File: config.mk
export PLATFORM = sky130hd
export DESIGN_NAME = board_row_fetch_sched
export DESIGN_NICKNAME = d
export VERILOG_FILES = /design/src/rtl/board_pkg.sv /design/src/rtl/board_line_buf.sv /design/src/rtl/board_row_fetch_sched.sv
export SDC_FILE = /design/constraint.sdc
export NUM_CORES = 1
export LEC_CHECK = 0
export ABC_AREA = 1
export CAP_MARGIN = 15
export CORE_MARGIN = 2
export CORE_UTILIZATION = 48
export CTS_BUF_LIST = sky130_fd_sc_hd__clkbuf_16
export DETAILED_ROUTE_END_ITERATION = 10
export HOLD_SLACK_MARGIN = 0.12
export PLACE_DENSITY = 0.74
export SYNTH_ARGS = -nofsm -noshare
export SYNTH_HDL_FRONTEND = slang
export SYNTH_SLANG_ARGS = --single-unit
File: constraint.sdc
create_clock -name vga_clk -period 7.8 [get_ports vga_clk]
set_clock_uncertainty 0.15 [all_clocks]
set_input_delay 1.17 -clock vga_clk [delete_from_list [all_inputs] [get_ports vga_clk]]
set_output_delay 1.17 -clock vga_clk [all_outputs]
set_load 0.01 [all_outputs]
File: src/rtl/board_pkg.sv
// board_pkg: shared piece codes, FSM state and board geometry for the row fetch scheduler.
package board_pkg;
    localparam int BOARD_N = 8;
    localparam int SQ_DEF = 55;

    typedef enum logic [3:0] {
        EMPTY  = 4'd0,
        PAWN   = 4'd1,
        KNIGHT = 4'd2,
        BISHOP = 4'd3,
        ROOK   = 4'd4,
        QUEEN  = 4'd5,
        KING   = 4'd6,
        BLACK  = 4'd8
    } piece_t;

    typedef enum logic [1:0] {IDLE, REQ, DONE} state_t;
endpackage

File: src/rtl/board_line_buf.sv
// board_line_buf: 8-entry shadow (being fetched) and live (being displayed) piece-code buffers.
module board_line_buf
    import board_pkg::*;
(
    input  logic       clk,
    input  logic       rst,
    input  logic       wr_en,
    input  logic [2:0] wr_idx,
    input  logic [3:0] wr_data,
    input  logic       clr_shadow,
    input  logic       clr_live,
    input  logic       swap,
    input  logic [2:0] rd_idx,
    output logic [3:0] rd_data
);
    logic [3:0] shadow [BOARD_N];
    logic [3:0] live [BOARD_N];

    always_ff @(posedge clk or posedge rst)
        if (rst) begin
            shadow <= '{default: '0};
            live <= '{default: '0};
        end else begin
            for (int i = 0; i < BOARD_N; i++) begin
                if (clr_shadow) shadow[i] <= '0;
                else if (wr_en && wr_idx == 3'(i)) shadow[i] <= wr_data;
                if (clr_live) live[i] <= '0;
                else if (swap) live[i] <= shadow[i];
            end
        end

    assign rd_data = live[rd_idx];
endmodule

File: src/rtl/board_row_fetch_sched.sv
// board_row_fetch_sched: prefetches the next rank in h-blank and drives per-pixel piece/sprite address.
// Define SCHED_TIMEOUT_EN to abort a stalled fetch after TMO grant-less cycles.
module board_row_fetch_sched
    import board_pkg::*;
#(
    parameter int SQ     = SQ_DEF,
    parameter int ORG_X  = 100,
    parameter int ORG_Y  = 20,
    parameter int H_TRIG = 640,
    parameter int H_LAST = 799,
    parameter int V_LAST = 524,
    parameter int TMO    = 64
) (
    input  logic        vga_clk,
    input  logic        Reset,
    input  logic [9:0]  DrawX,
    input  logic [9:0]  DrawY,
    input  logic        blank,
    output logic        brd_req,
    output logic [5:0]  brd_addr,
    input  logic        brd_gnt,
    input  logic [3:0]  brd_rdata,
    output logic [3:0]  piece_code,
    output logic [11:0] rom_address,
    output logic        in_board,
    output logic        sq_dark,
    output logic        busy,
    output logic        err_overrun
);
`ifdef SCHED_TIMEOUT_EN
    localparam bit TMO_EN = 1'b1;
`else
    localparam bit TMO_EN = 1'b0;
`endif

    state_t      state, state_n;
    logic [9:0]  ny;
    logic        first_row, need_fetch, at_trig, at_last, grant, start, timeout, overrun, do_swap;
    logic [2:0]  rank_next, frank, ffile, cur_rank, pf, cf;
    logic [11:0] cur_y, cur_base, xs, cx;
    logic        cur_rows, pend_swap, inb;
    logic [15:0] wcnt;
    logic [3:0]  live_code;

    // cur_* describe the line currently on DrawY; they advance at each H_LAST.
    always_comb begin
        ny = (DrawY == 10'(V_LAST)) ? '0 : DrawY + 10'd1;
        first_row = ny == 10'(ORG_Y);
        need_fetch = first_row || (cur_rows && cur_y == 12'(SQ - 1) && cur_rank != 3'(BOARD_N - 1));
        rank_next = first_row ? '0 : cur_rank + 3'd1;
        at_trig = DrawX == 10'(H_TRIG);
        at_last = DrawX == 10'(H_LAST);
        grant = state == REQ && brd_gnt;
        start = state == IDLE && at_trig && need_fetch;
        overrun = state == REQ && at_last && need_fetch;
        timeout = TMO_EN && state == REQ && !brd_gnt && wcnt == 16'(TMO - 1) && !overrun;
        do_swap = at_last && need_fetch && (pend_swap || state == DONE);
        state_n = start ? REQ
                : (overrun || timeout) ? IDLE
                : (grant && ffile == 3'(BOARD_N - 1)) ? DONE
                : (state == DONE) ? IDLE : state;
        brd_req = state == REQ;
        busy = state != IDLE;
        brd_addr = {frank, ffile};
    end

    always_ff @(posedge vga_clk or posedge Reset)
        if (Reset) begin
            state <= IDLE;
            frank <= '0;
            ffile <= '0;
            pend_swap <= 1'b0;
            err_overrun <= 1'b0;
            wcnt <= '0;
        end else begin
            state <= state_n;
            frank <= start ? rank_next : frank;
            ffile <= start ? '0 : grant ? ffile + 3'd1 : ffile;
            pend_swap <= (start || do_swap) ? 1'b0 : (state == DONE || timeout) ? 1'b1 : pend_swap;
            err_overrun <= err_overrun || overrun || timeout;
            wcnt <= (state == REQ && !brd_gnt) ? wcnt + 16'd1 : '0;
        end

    // Shadow is cleared at fetch start so a timed-out fetch leaves unfetched files empty.
    board_line_buf u_buf (
        .clk        (vga_clk),
        .rst        (Reset),
        .wr_en      (grant),
        .wr_idx     (ffile),
        .wr_data    (brd_rdata),
        .clr_shadow (start),
        .clr_live   (overrun),
        .swap       (do_swap),
        .rd_idx     (cf),
        .rd_data    (live_code)
    );

    always_comb begin
        cx = (DrawX == 10'(ORG_X)) ? '0 : xs;
        cf = (DrawX == 10'(ORG_X)) ? '0 : pf;
        inb = blank && cur_rows && DrawX >= 10'(ORG_X) && DrawX < 10'(ORG_X + BOARD_N * SQ);
    end

    always_ff @(posedge vga_clk or posedge Reset)
        if (Reset) begin
            xs <= '0;
            pf <= '0;
            cur_rows <= 1'b0;
            cur_y <= '0;
            cur_base <= '0;
            cur_rank <= '0;
            piece_code <= EMPTY;
            rom_address <= '0;
            in_board <= 1'b0;
            sq_dark <= 1'b0;
        end else begin
            xs <= (cx == 12'(SQ - 1)) ? '0 : cx + 12'd1;
            pf <= (cx == 12'(SQ - 1)) ? cf + 3'd1 : cf;
            if (at_last) begin
                cur_rows <= first_row || (cur_rows && !(cur_y == 12'(SQ - 1) && cur_rank == 3'(BOARD_N - 1)));
                cur_y <= (first_row || cur_y == 12'(SQ - 1)) ? '0 : cur_y + 12'd1;
                cur_base <= (first_row || cur_y == 12'(SQ - 1)) ? '0 : cur_base + 12'(SQ);
                cur_rank <= first_row ? '0 : (cur_y == 12'(SQ - 1)) ? cur_rank + 3'd1 : cur_rank;
            end
            piece_code <= inb ? live_code : EMPTY;
            rom_address <= inb ? cur_base + cx : '0;
            in_board <= inb;
            sq_dark <= inb && (cur_rank[0] ^ cf[0]);
        end
endmodule

==> flow_summary_export.csv <==
group,metric,value,unit
clock_network,h-tree-depth,4,
placement,placed_cell_area,8308,sq um
synth,synth_cells,980,
placement,place_inst,1226,
clock_network,cts.path.max_buffers,2,
detailed_routing,drt_first_pass_iters,5,
status,status,"finished, final reports clean",
detailed_routing,drtIter0Drc,488,
setup_path,end_kind,"register",
synth,syn_area,7594,sq um
global_route,gr-total-overflow,0,
setup_path,required,7970,ps
timing,tightest_slew,850.4,ps
timing,max_freq,270.2,MHz
worst_hold_path,hold_start,"err_overrun",
finish,antenna_cells,0,
global_route,grt_usage,0.2191,
timing,setup_viol,0,
floorplanning,die_y,129.8,um
global_route,grt_pass1_vias,6076,
finish,final_area,8885,sq um
clock_network,cts_root_buf,"clkbuf_16",
clock_network,numCtsBuffers,17,
synth,synth.avg_cell_area,7.749,sq um
setup_path,crit_arrival,3870,ps
worst_hold_path,worstHoldEndpoint,"err_overrun",
setup_path,critical_path.max_fanout,11,
floorplanning,core,15310,sq um
timing,drv_slew,0,
floorplanning,top_level_ports,55,
clock_network,clk_pin_slew,60,ps
global_route,grt_antenna_before_repair,0,
power_and_ir_drop,power_density,218.8,nW/um^2
timing,finalHoldViolCount,0,
synth,ys_seq_area_frac,0.4449,
timing,fin_ws,4098,ps
timing,final.setup.tns,0,ps
detailed_routing,vias,6522,
detailed_routing,drc_errors,0,
synth,ys_types,48,
clock_network,clock-sinks,135,
timing,fin_crit_sh,0.4746,
placement,place_ws,3732,ps
synth,syn_nets,1033,
finish,finish.utilization,0.5801,
detailed_routing,routed_via_density,5.189,
clock_network,post-cts-setup-buffers,0,
flow_run,maxCapViolations,0,
floorplanning,initial_utilization,0.4958,
floorplanning,rows,45,
timing,rsz0062_at_grt,"false",
setup_path,critPathLaunchType,"primary input",
setup_path,reg2reg_slack,5190,ps
worst_hold_path,hp-class,"reg -> reg",
setup_path,r2r-end,"u_buf.shadow[29]",
setup_path,critPathKind,"in -> reg",
finish,nets,1087,
global_route,grt_start_max_net_pins,71,
global_route,grt_pass1_wl,29320,um
detailed_routing,wl_per_cell,13.69,um
clock_network,clock_latency,430,ps
placement,dp_hpwl,12530,um
detailed_routing,routed_wl,17210,um
finish,drive_gt1_frac,0.08509,
placement,port_buffers,54,
detailed_routing,ant_nets,0,
clock_network,holdBufCountCts,0,
timing,min_period,3702,ps
synth,ys_ff_latch,135,
setup_path,reg2reg_from,"state[1]",
setup_path,reg2regPathDepth,8,
timing,maxSlewHeadroom,0.4330,
clock_network,post_cts_resized,0,
clock_network,cts_tree,"yes",
floorplanning,dieArea,16840,sq um
power_and_ir_drop,power_leakage,0.004549,uW
finish,synthToLayoutAreaGrowth,17.00,%
floorplanning,die_x,129.8,um
power_and_ir_drop,ir_drop,180.9,uV
synth,yosys_warnings,0,
worst_hold_path,hold_depth,1,
finish,instances_no_fill,1257,
placement,place.gp.congestion,0.9311,
## how the worst max path moves through the flow
stage | start | endpoint | slack [ps] | cells past startpoint
finish | DrawX[7] | rom_address[11] | 4100 | 15
global route | DrawX[5] | rom_address[11] | 3910 | 14
CTS | DrawX[7] | rom_address[11] | 4100 | 15
detailed placement | DrawX[7] | rom_address[11] | 3730 | 15
global placement | DrawX[5] | rom_address[11] | 3760 | 14
floorplan | Reset | cur_base[0] | 2870 | 1
## cells in the mapped netlist (all sizes together)
cell       n  area share
a21boi     2      0.0020
a21o       1     0.00099
a21oi     60       0.040
a221oi     1      0.0012
a311oi     1      0.0012
a31oi      2      0.0016
and2       1     0.00082
buf       13       0.011
clkbuf     8      0.0040
clkinv     1     0.00049
dfrtp    135        0.44
fa         1      0.0026
ha        24       0.040
inv      141       0.070
nand2    255        0.13
nand3     53       0.037
nand3b     5      0.0049
nand4     17       0.014
nor2     106       0.065
nor3      29       0.020
nor3b      2      0.0020
nor4      14       0.016
o2111a     1      0.0015
o2111ai    1      0.0012
o211ai     7      0.0076
o21ai     66       0.044
o21bai     3      0.0044
o22ai      2      0.0016
or2        4      0.0033
xnor2      2      0.0023
xor2      22       0.025
## worst max-delay path, cell delays in order
cell and delay, ps:
clkdlybuf4s50_1 530, inv_2 110, nand2_1 50, nor2_1 100, nand3_1 440, nand2_1 250
inv_1 150, ha_1 380, nand2_1 90, nor2_1 190, nand3_1 160, nand3_1 120
nand2_1 50, inv_1 40, nor2_1 30
## cell type report
cell class              instances  area [sq um]
multi-input cells             682          3572
flip-flops and latches        135          3378
clock buffers                  17         425.4
well taps                     211         264.0
fillers                      1384          6430
inverters                     142         538.0
clock inverters                14         151.4
repair buffers                 56         555.5
## power by group
group | internal, uW | switching [uW]
logic | 146 | 246
clock network | 471 | 317
registers | 739 | 25.9
## registers in the layout, summed over array words and instances, names as in the netlist
signal / flops
u_buf.live: 32
u_buf.shadow: 32
cur_base: 12
cur_y: 12
rom_address: 12
xs: 12
piece_code: 4
cur_rank: 3
ffile: 3
frank: 3
pf: 3
state: 2
cur_rows: 1
err_overrun: 1
in_board: 1
pend_swap: 1
sq_dark: 1
## placed cells by master (no fill, tap or decap), types with 4 or more instances in the layout
cell,Yosys,layout
nand2_1,247,247
dfrtp_1,135,135
inv_1,126,126
nor2_1,89,89
a21oi_1,60,60
clkdlybuf4s50_1,0,54
nand3_1,50,50
o21ai_0,46,46
nor3_1,27,27
ha_1,24,24
xor2_1,22,22
o21ai_1,18,18
nand4_1,17,17
clkbuf_16,0,17
inv_2,15,15
nor2_2,10,10
nor4_1,10,10
nand2_2,6,6
o211ai_1,6,6
inv_6,0,6
nand3b_1,5,5
nor2_4,5,5
clkinvlp_4,0,4
## per-stage QoR
stage,hold slack [ps],total power [uW]
global placement,305.8,1156
floorplan,286.7,1045
finish,323.2,1944
global route,342.5,2038
detailed placement,304.7,1162
CTS,326.6,1950
## per-layer routing
layer	part of all wire	up-vias	track usage
met5	0	-	0
met4	0.015	0	0.06958
met3	0.047	22	0.04018
met2	0.45	184	0.3320
met1	0.49	3034	0.3209
li1	-	3282	-
## logic make-up after synthesis
family	after synthesis	synth area share
AOI/OAI and AO/OA	147	0.1073
adders and majority gates	25	0.04218
and+or+nand+nor	486	0.2933
buffers and inverters	163	0.08469
DFF	135	0.4449
xor gates and xnor gates	24	0.02768
Note: power is estimated with default switching activity, not from simulation.
